File: src/rtl/pong_render_pipe.sv
// Pong pixel generator: per-frame shadow latch of object positions, two-stage
// render pipeline (hit test, then priority colour mux), goal wall-flash and
// ball hiding while paused.
module pong_render_pipe #(
    parameter int unsigned H_ACTIVE     = 640,
    parameter int unsigned V_ACTIVE     = 480,
    parameter int unsigned WALL_W       = 32,
    parameter int unsigned PADDLE_W     = 8,
    parameter int unsigned PADDLE_H     = 72,
    parameter int unsigned BALL_SIZE    = 8,
    parameter int unsigned FLASH_FRAMES = 16,
    parameter logic [11:0] WALL_COLOR   = 12'hAAA,
    parameter logic [11:0] PADDLE_COLOR = 12'hF00,
    parameter logic [11:0] BALL_COLOR   = 12'hFFF,
    parameter logic [11:0] BG_COLOR     = 12'h000,
    parameter logic [11:0] FLASH_COLOR  = 12'hFF0
) (
    input  logic        clk,
    input  logic        rst,
    input  logic [9:0]  x,
    input  logic [9:0]  y,
    input  logic        video_on,
    input  logic        frame_start,
    input  logic [9:0]  ball_x,
    input  logic [9:0]  ball_y,
    input  logic [9:0]  paddle1_y,
    input  logic [9:0]  paddle2_y,
    input  logic        goal_pulse,
    input  logic        pause,
    output logic [11:0] rgb,
    output logic        de_out
);

    // Region bounds, widened to 11 bits so position + size never wraps.
    localparam logic [10:0] L_WALL_L   = 11'(WALL_W);
    localparam logic [10:0] L_WALL_R   = 11'(H_ACTIVE - WALL_W);
    localparam logic [10:0] L_PL_X0    = 11'(WALL_W);
    localparam logic [10:0] L_PL_X1    = 11'(WALL_W + PADDLE_W);
    localparam logic [10:0] L_PR_X0    = 11'(H_ACTIVE - WALL_W - PADDLE_W);
    localparam logic [10:0] L_PR_X1    = 11'(H_ACTIVE - WALL_W);
    localparam logic [10:0] L_PADDLE_H = 11'(PADDLE_H);
    localparam logic [10:0] L_BALL     = 11'(BALL_SIZE);

    // Centred start-up positions.
    localparam logic [9:0] L_BALL_X0   = 10'(H_ACTIVE / 2 - BALL_SIZE / 2);
    localparam logic [9:0] L_BALL_Y0   = 10'(V_ACTIVE / 2 - BALL_SIZE / 2);
    localparam logic [9:0] L_PADDLE_Y0 = 10'((V_ACTIVE - PADDLE_H) / 2);
    localparam logic [4:0] L_FLASH     = 5'(FLASH_FRAMES);

    logic [9:0]  r_ball_x, r_ball_y, r_paddle1_y, r_paddle2_y;
    logic        r_pause;
    logic [4:0]  r_flash_cnt;
    logic        r_vo_d, r_hit_wall, r_hit_paddle, r_hit_ball;
    logic [11:0] r_rgb;
    logic        r_de;

    logic [10:0] w_x, w_y, w_bx, w_by, w_p1, w_p2;
    logic        w_hit_wall, w_hit_paddle, w_hit_ball, w_flash_on;
    logic [11:0] w_pix;

    // Shadow copies of object state, refreshed only at frame start.
    always_ff @(posedge clk) begin
        if (rst) begin
            r_ball_x    <= L_BALL_X0;
            r_ball_y    <= L_BALL_Y0;
            r_paddle1_y <= L_PADDLE_Y0;
            r_paddle2_y <= L_PADDLE_Y0;
            r_pause     <= 1'b0;
        end else if (frame_start) begin
            r_ball_x    <= ball_x;
            r_ball_y    <= ball_y;
            r_paddle1_y <= paddle1_y;
            r_paddle2_y <= paddle2_y;
            r_pause     <= pause;
        end
    end

    // Flash countdown: a goal (re)loads it, each frame start ticks it down.
    always_ff @(posedge clk) begin
        if (rst) begin
            r_flash_cnt <= 5'd0;
        end else if (goal_pulse) begin
            r_flash_cnt <= L_FLASH;
        end else if (frame_start && (r_flash_cnt != 5'd0)) begin
            r_flash_cnt <= r_flash_cnt - 5'd1;
        end
    end

    // Stage 1 hit tests against the shadows, in 11-bit arithmetic.
    always_comb begin
        w_x  = {1'b0, x};
        w_y  = {1'b0, y};
        w_bx = {1'b0, r_ball_x};
        w_by = {1'b0, r_ball_y};
        w_p1 = {1'b0, r_paddle1_y};
        w_p2 = {1'b0, r_paddle2_y};

        w_hit_wall   = (w_x < L_WALL_L) || (w_x >= L_WALL_R);
        w_hit_paddle = ((w_x >= L_PL_X0) && (w_x < L_PL_X1) &&
                        (w_y >= w_p1) && (w_y < w_p1 + L_PADDLE_H)) ||
                       ((w_x >= L_PR_X0) && (w_x < L_PR_X1) &&
                        (w_y >= w_p2) && (w_y < w_p2 + L_PADDLE_H));
        w_hit_ball   = !r_pause &&
                       (w_x >= w_bx) && (w_x < w_bx + L_BALL) &&
                       (w_y >= w_by) && (w_y < w_by + L_BALL);
    end

    // Stage 1 register.
    always_ff @(posedge clk) begin
        if (rst) begin
            r_vo_d       <= 1'b0;
            r_hit_wall   <= 1'b0;
            r_hit_paddle <= 1'b0;
            r_hit_ball   <= 1'b0;
        end else begin
            r_vo_d       <= video_on;
            r_hit_wall   <= w_hit_wall;
            r_hit_paddle <= w_hit_paddle;
            r_hit_ball   <= w_hit_ball;
        end
    end

    // Stage 2 priority mux: blank, wall, paddle, ball, background.
    always_comb begin
        w_flash_on = (r_flash_cnt != 5'd0) && r_flash_cnt[2];
        w_pix      = BG_COLOR;
        if (!r_vo_d) begin
            w_pix = 12'h000;
        end else if (r_hit_wall) begin
            w_pix = w_flash_on ? FLASH_COLOR : WALL_COLOR;
        end else if (r_hit_paddle) begin
            w_pix = PADDLE_COLOR;
        end else if (r_hit_ball) begin
            w_pix = BALL_COLOR;
        end
    end

    // Stage 2 register drives the pins.
    always_ff @(posedge clk) begin
        if (rst) begin
            r_rgb <= 12'h000;
            r_de  <= 1'b0;
        end else begin
            r_rgb <= w_pix;
            r_de  <= r_vo_d;
        end
    end

    assign rgb    = r_rgb;
    assign de_out = r_de;

endmodule

File: config.mk
export PLATFORM = sky130hd
export DESIGN_NAME = pong_render_pipe
export DESIGN_NICKNAME = d
export VERILOG_FILES = /design/src/rtl/pong_render_pipe.sv
export SDC_FILE = /design/constraint.sdc
export NUM_CORES = 1
export LEC_CHECK = 0
export BUFFER_PORTS_ARGS = -buffer_cell sky130_fd_sc_hd__buf_2
export CAP_MARGIN = 20
export CORE_UTILIZATION = 51
export CTS_CLUSTER_DIAMETER = 60
export DETAILED_ROUTE_END_ITERATION = 10
export HOLD_SLACK_MARGIN = 0.12
export PLACE_DENSITY = 0.74
export SYNTH_ARGS = -nofsm -noshare
export SYNTH_HDL_FRONTEND = slang
export SYNTH_SLANG_ARGS = --single-unit
File: constraint.sdc
create_clock -name clk -period 2 [get_ports clk]
set_clock_uncertainty 0.05 [all_clocks]
set_input_delay 0.1 -clock clk [delete_from_list [all_inputs] [get_ports clk]]
set_output_delay 0.1 -clock clk [all_outputs]
set_load 0.01 [all_outputs]
==> results list <==
- After layout, the design draws a total of 3230 uW.
* Net switching share of the total power: 33.9%
* Leakage power: 0.00263 uW
- The floorplan has 32 rows.
* Total cell area at the placement stage: 4670 um^2
- Tightest Pin Transition: 548 ps
* Endpoint of the most critical register-to-register path: r_hit_ball
- Measured in cells, the most critical reg-to-reg path has a length of 10.
- Placeable core region: 7690 um^2
- Among all flip-flop cells after synthesis, the most frequent one is sky130_fd_sc_hd__dfxtp_1.
- Sink Count: 57
- In this run the remaining antenna-violating nets after routing total 0.
- Logic gate share of total power: 28.4%
- Averaged over all synthesized cells, the footprint is 8.62 um^2.
- Largest stage delay on the critical path: 360 ps
- The path with the worst hold slack has its endpoint at r_hit_paddle.
- The smallest clock period supported by the final layout is computed as 2230 ps.
* Number of hold-slack violations in the final timing report: 0
* CTS root buf: sky130_fd_sc_hd__clkbuf_8
- In this run the power spent charging and discharging nets is 1090 uW.
* Routed length on met1: 4620 um
* Largest net degree at the start of global routing: 26
* Endpoint required time on the critical path: 2220 ps
- Yosys mapped the design onto 48 distinct sky130hd cell types.
* Layout Nets: 752
* Cell area after synthesis: 4030 um^2
- Post-route cell area: 5390 um^2
* Count of final max-slew check failures: 0
- The number of clock buffers added by TritonCTS is 9.
* Number of register bits inferred by synthesis: 57
* Share of post-route cells with drive strength above 1: 23.8%
* Max-capacitance violation count: 0
* Fraction of synthesis flops using an asynchronous set or reset pin: 0%
- Detailed-route wire length per cell: 14.7 um
* Clock-pin slew reported for the worst setup and hold paths after clock tree synthesis: 80 ps
- Derived from the worst setup path, the maximum achievable clock frequency is 448 MHz.
- Critical path peak fanout: 3
* Sort of element at the end of the critical path: register
- Critical Path Source Type: register
- The first detailed-routing pass took 5 iterations.
* Detailed Route WL: 10600 um
- The run finished, with violations left.
- In this run the deepest clock path goes through 2 buffers.
* Weighted congestion reported at the end of routability-driven placement: 0.889
- H-tree depth reported by CTS: 3
* Top library cells by usage in the layout, fill and taps aside: 78 x sky130_fd_sc_hd__buf_2, 73 x sky130_fd_sc_hd__ha_1, 52 x sky130_fd_sc_hd__dfxtp_1
- Setup slack on the worst reg-to-reg path comes out at -230 ps.
- Hold_sp: x[3]
- Global-route wire length before repair: 17500 um
- Worst setup path start: r_ball_x[3]
* Die height: 90.8 um
- Number of global-route vias before repair: 3876
* Layout area overhead: 33.9%
- Cell internal pwr: 2130 uW
* Cell depth of the worst min-delay path: 4
- The die covers 8250 um^2.
- Syn Inst Count: 467
* GRT Residual Overflow: 0
- Setup violations remaining at the end of the flow were counted as 2.
- After detailed routing, the number of vias per cell comes to 5.35.
* Worst hold path type: input port to register
- The detailed router used layers up to and including met4.
- Failing checks: negative setup slack
- For this block, the via count after detailed routing is 3844.
- The critical path goes through ha_4 -> nand2_2 -> or3_4 -> xnor2_2 -> ha_1 -> o2111ai_2 -> a21oi_2 -> a211oi_2 -> o221ai_1 -> nor4_1.
- Synth warn: 0
- At the worst endpoint, the arrival time is 2450 ps.
- Most common library cell in the layout ignoring fill and taps: sky130_fd_sc_hd__buf_2
* Routed length on met3: 464 um
- Number of nets in the synthesized netlist: 607
* Setup repair after global routing missed its margin: true
* Yosys top cell by area: sky130_fd_sc_hd__dfxtp_1
- Final Cycle Share: 112%
- Sequential share of power: 38.8%
* VDD IR-drop max: 0.424 mV
* Worst-case setup margin in the final layout: -231 ps
- Number of input and output port buffers inserted: 78
- Top-area cell type share of the netlist area: 28.3%
- The HPWL after detailed placement is 7840 um.
* Share of synthesized area occupied by flip-flops and latches: 28.3%
- Initial antenna violation count: 0
- Total of fill cells in the finished design: 605
* Proportion of power drawn by the clock network: 32.9%
- TritonCTS built the clock tree.
- The startpoint identified for the worst register-to-register timing path is r_ball_x[3].
* Critical path's slowest cell: sky130_fd_sc_hd__dfxtp_2
* Ratio of total power to cell area: 599 nW/um^2
* Number of design-rule violations left by the first detailed-router iteration: 129
- Die width: 90.8 um
- Aggregate global-route resource usage: 26.7%
* Relative slew slack: 63.1%
- Num ports: 79
- 0 antenna diodes ended up in the layout.
- Insertion delay of the later-clocked pin in the worst-skew pair: 360 ps
* Routed met2 length: 5270 um
- Type of the setup path with the least slack: register to register
- Number of flops mapped to enable cells by yosys: 0
- For this configuration, the core starts out at a cell density of 52.4%.
- Ranked by total cell area, the synthesized netlist is headed by sky130_fd_sc_hd__dfxtp_1 28%, sky130_fd_sc_hd__ha_1 23%, sky130_fd_sc_hd__mux2i_1 5.7%, sky130_fd_sc_hd__xnor2_1 5.0%, sky130_fd_sc_hd__inv_1 4.3%.
- After detailed routing, the number of remaining DRC violations is 0.
-- critical path, delay by kind of cell, from the launching register on --
kind	cells	cell delay, ps
and+or+nand+nor	3	620
adders and majority gates	2	500
AOI/OAI and AO/OA	4	480
DFF	1	360
xor gates and xnor gates	1	140
-- power groups by stage --
| stage | clock network (uW) | registers (uW) | logic [uW] |
|---|---|---|---|
| global placement | 0 | 1270 | 759 |
| finish | 1060 | 1250 | 915 |
| CTS | 1080 | 1250 | 881 |
| detailed placement | 0 | 1270 | 802 |
| global route | 1130 | 1260 | 1020 |
| floorplan | 0 | 1270 | 524 |
-- synth_stat cells, drive strengths merged (6+ instances only) --
| cell type | n |
|---|---|
| a21o | 7 |
| a21oi | 23 |
| buf | 9 |
| clkbuf | 9 |
| dfxtp | 57 |
| ha | 74 |
| inv | 49 |
| mux2i | 23 |
| nand2 | 31 |
| nand3 | 9 |
| nor2 | 45 |
| nor2b | 6 |
| nor3 | 19 |
| o211ai | 18 |
| o21ai | 15 |
| xnor2 | 23 |
-- area by class of cell --
type / count / area, um^2 / share of cell area (%)
clock buffer: 9 / 124 / 2.30
tap: 102 / 128 / 2.37
timing repair buffer: 152 / 1070 / 19.9
sequential: 57 / 1150 / 21.3
inverter: 51 / 208 / 3.85
multi-input combinational: 341 / 2650 / 49.2
clock inverter: 7 / 58.8 / 1.09
-- how the worst max path moves through the flow --
stage | cells after the start | slack, ps | endpoint
finish | 10 | -230 | r_hit_ball
global route | 10 | -360 | r_hit_ball
CTS | 10 | -240 | r_hit_ball
detailed placement | 10 | -170 | r_hit_paddle
global placement | 10 | -60 | r_hit_paddle
floorplan | 10 | 3 | r_hit_paddle
-- registers in the layout (all words and copies together) (netlist names) --
register / flops
r_ball_x: 10
r_ball_y: 10
r_paddle1_y: 10
r_paddle2_y: 10
rgb: 6
r_flash_cnt: 5
de_out: 1
r_hit_ball: 1
r_hit_paddle: 1
r_hit_wall: 1
r_pause: 1
r_vo_d: 1
-- cell families (layout without fill, tap and decap cells) --
logic type	Yosys count	in the layout	share of synthesized area, %
compound gates	94	94	15.9
flops	57	57	28.3
mux	23	23	5.72
buf+inv	69	219	7.46
fa+ha+maj	74	74	23.0
xor+xnor	23	23	5.00
simple gates	127	127	14.6
-- metrics by stage --
step	TNS, ps	hold WS, ps	utilization (%)	cells	worst slack [ps]
3_3_place_gp	-104	267	60.7	654	-57.4
2_1_floorplan	0	127	-	467	2.83
4_1_cts	-366	147	69.2	716	-245
3_5_place_dp	-333	272	60.7	654	-172
5_1_grt	-549	174	70.1	719	-359
6_report	-274	155	70.1	719	-231
-- routing by layer --
layer / GRT usage, % / vias to the layer above
li1: - / 1937
met1: 31.7 / 1791
met2: 48.2 / 98
met3: 4.46 / 18
met4: 9.13 / 0
met5: 0 / -
-- what timing repair did --
item	CTS	global route
hold buffers	45	0
hold endpoints to repair	48	0
resized for setup	5	11
pin swaps	4	7
endpoints found under the setup margin	2	2
setup buffers	1	3
No activity file was read; power rests on OpenSTA's default activity.
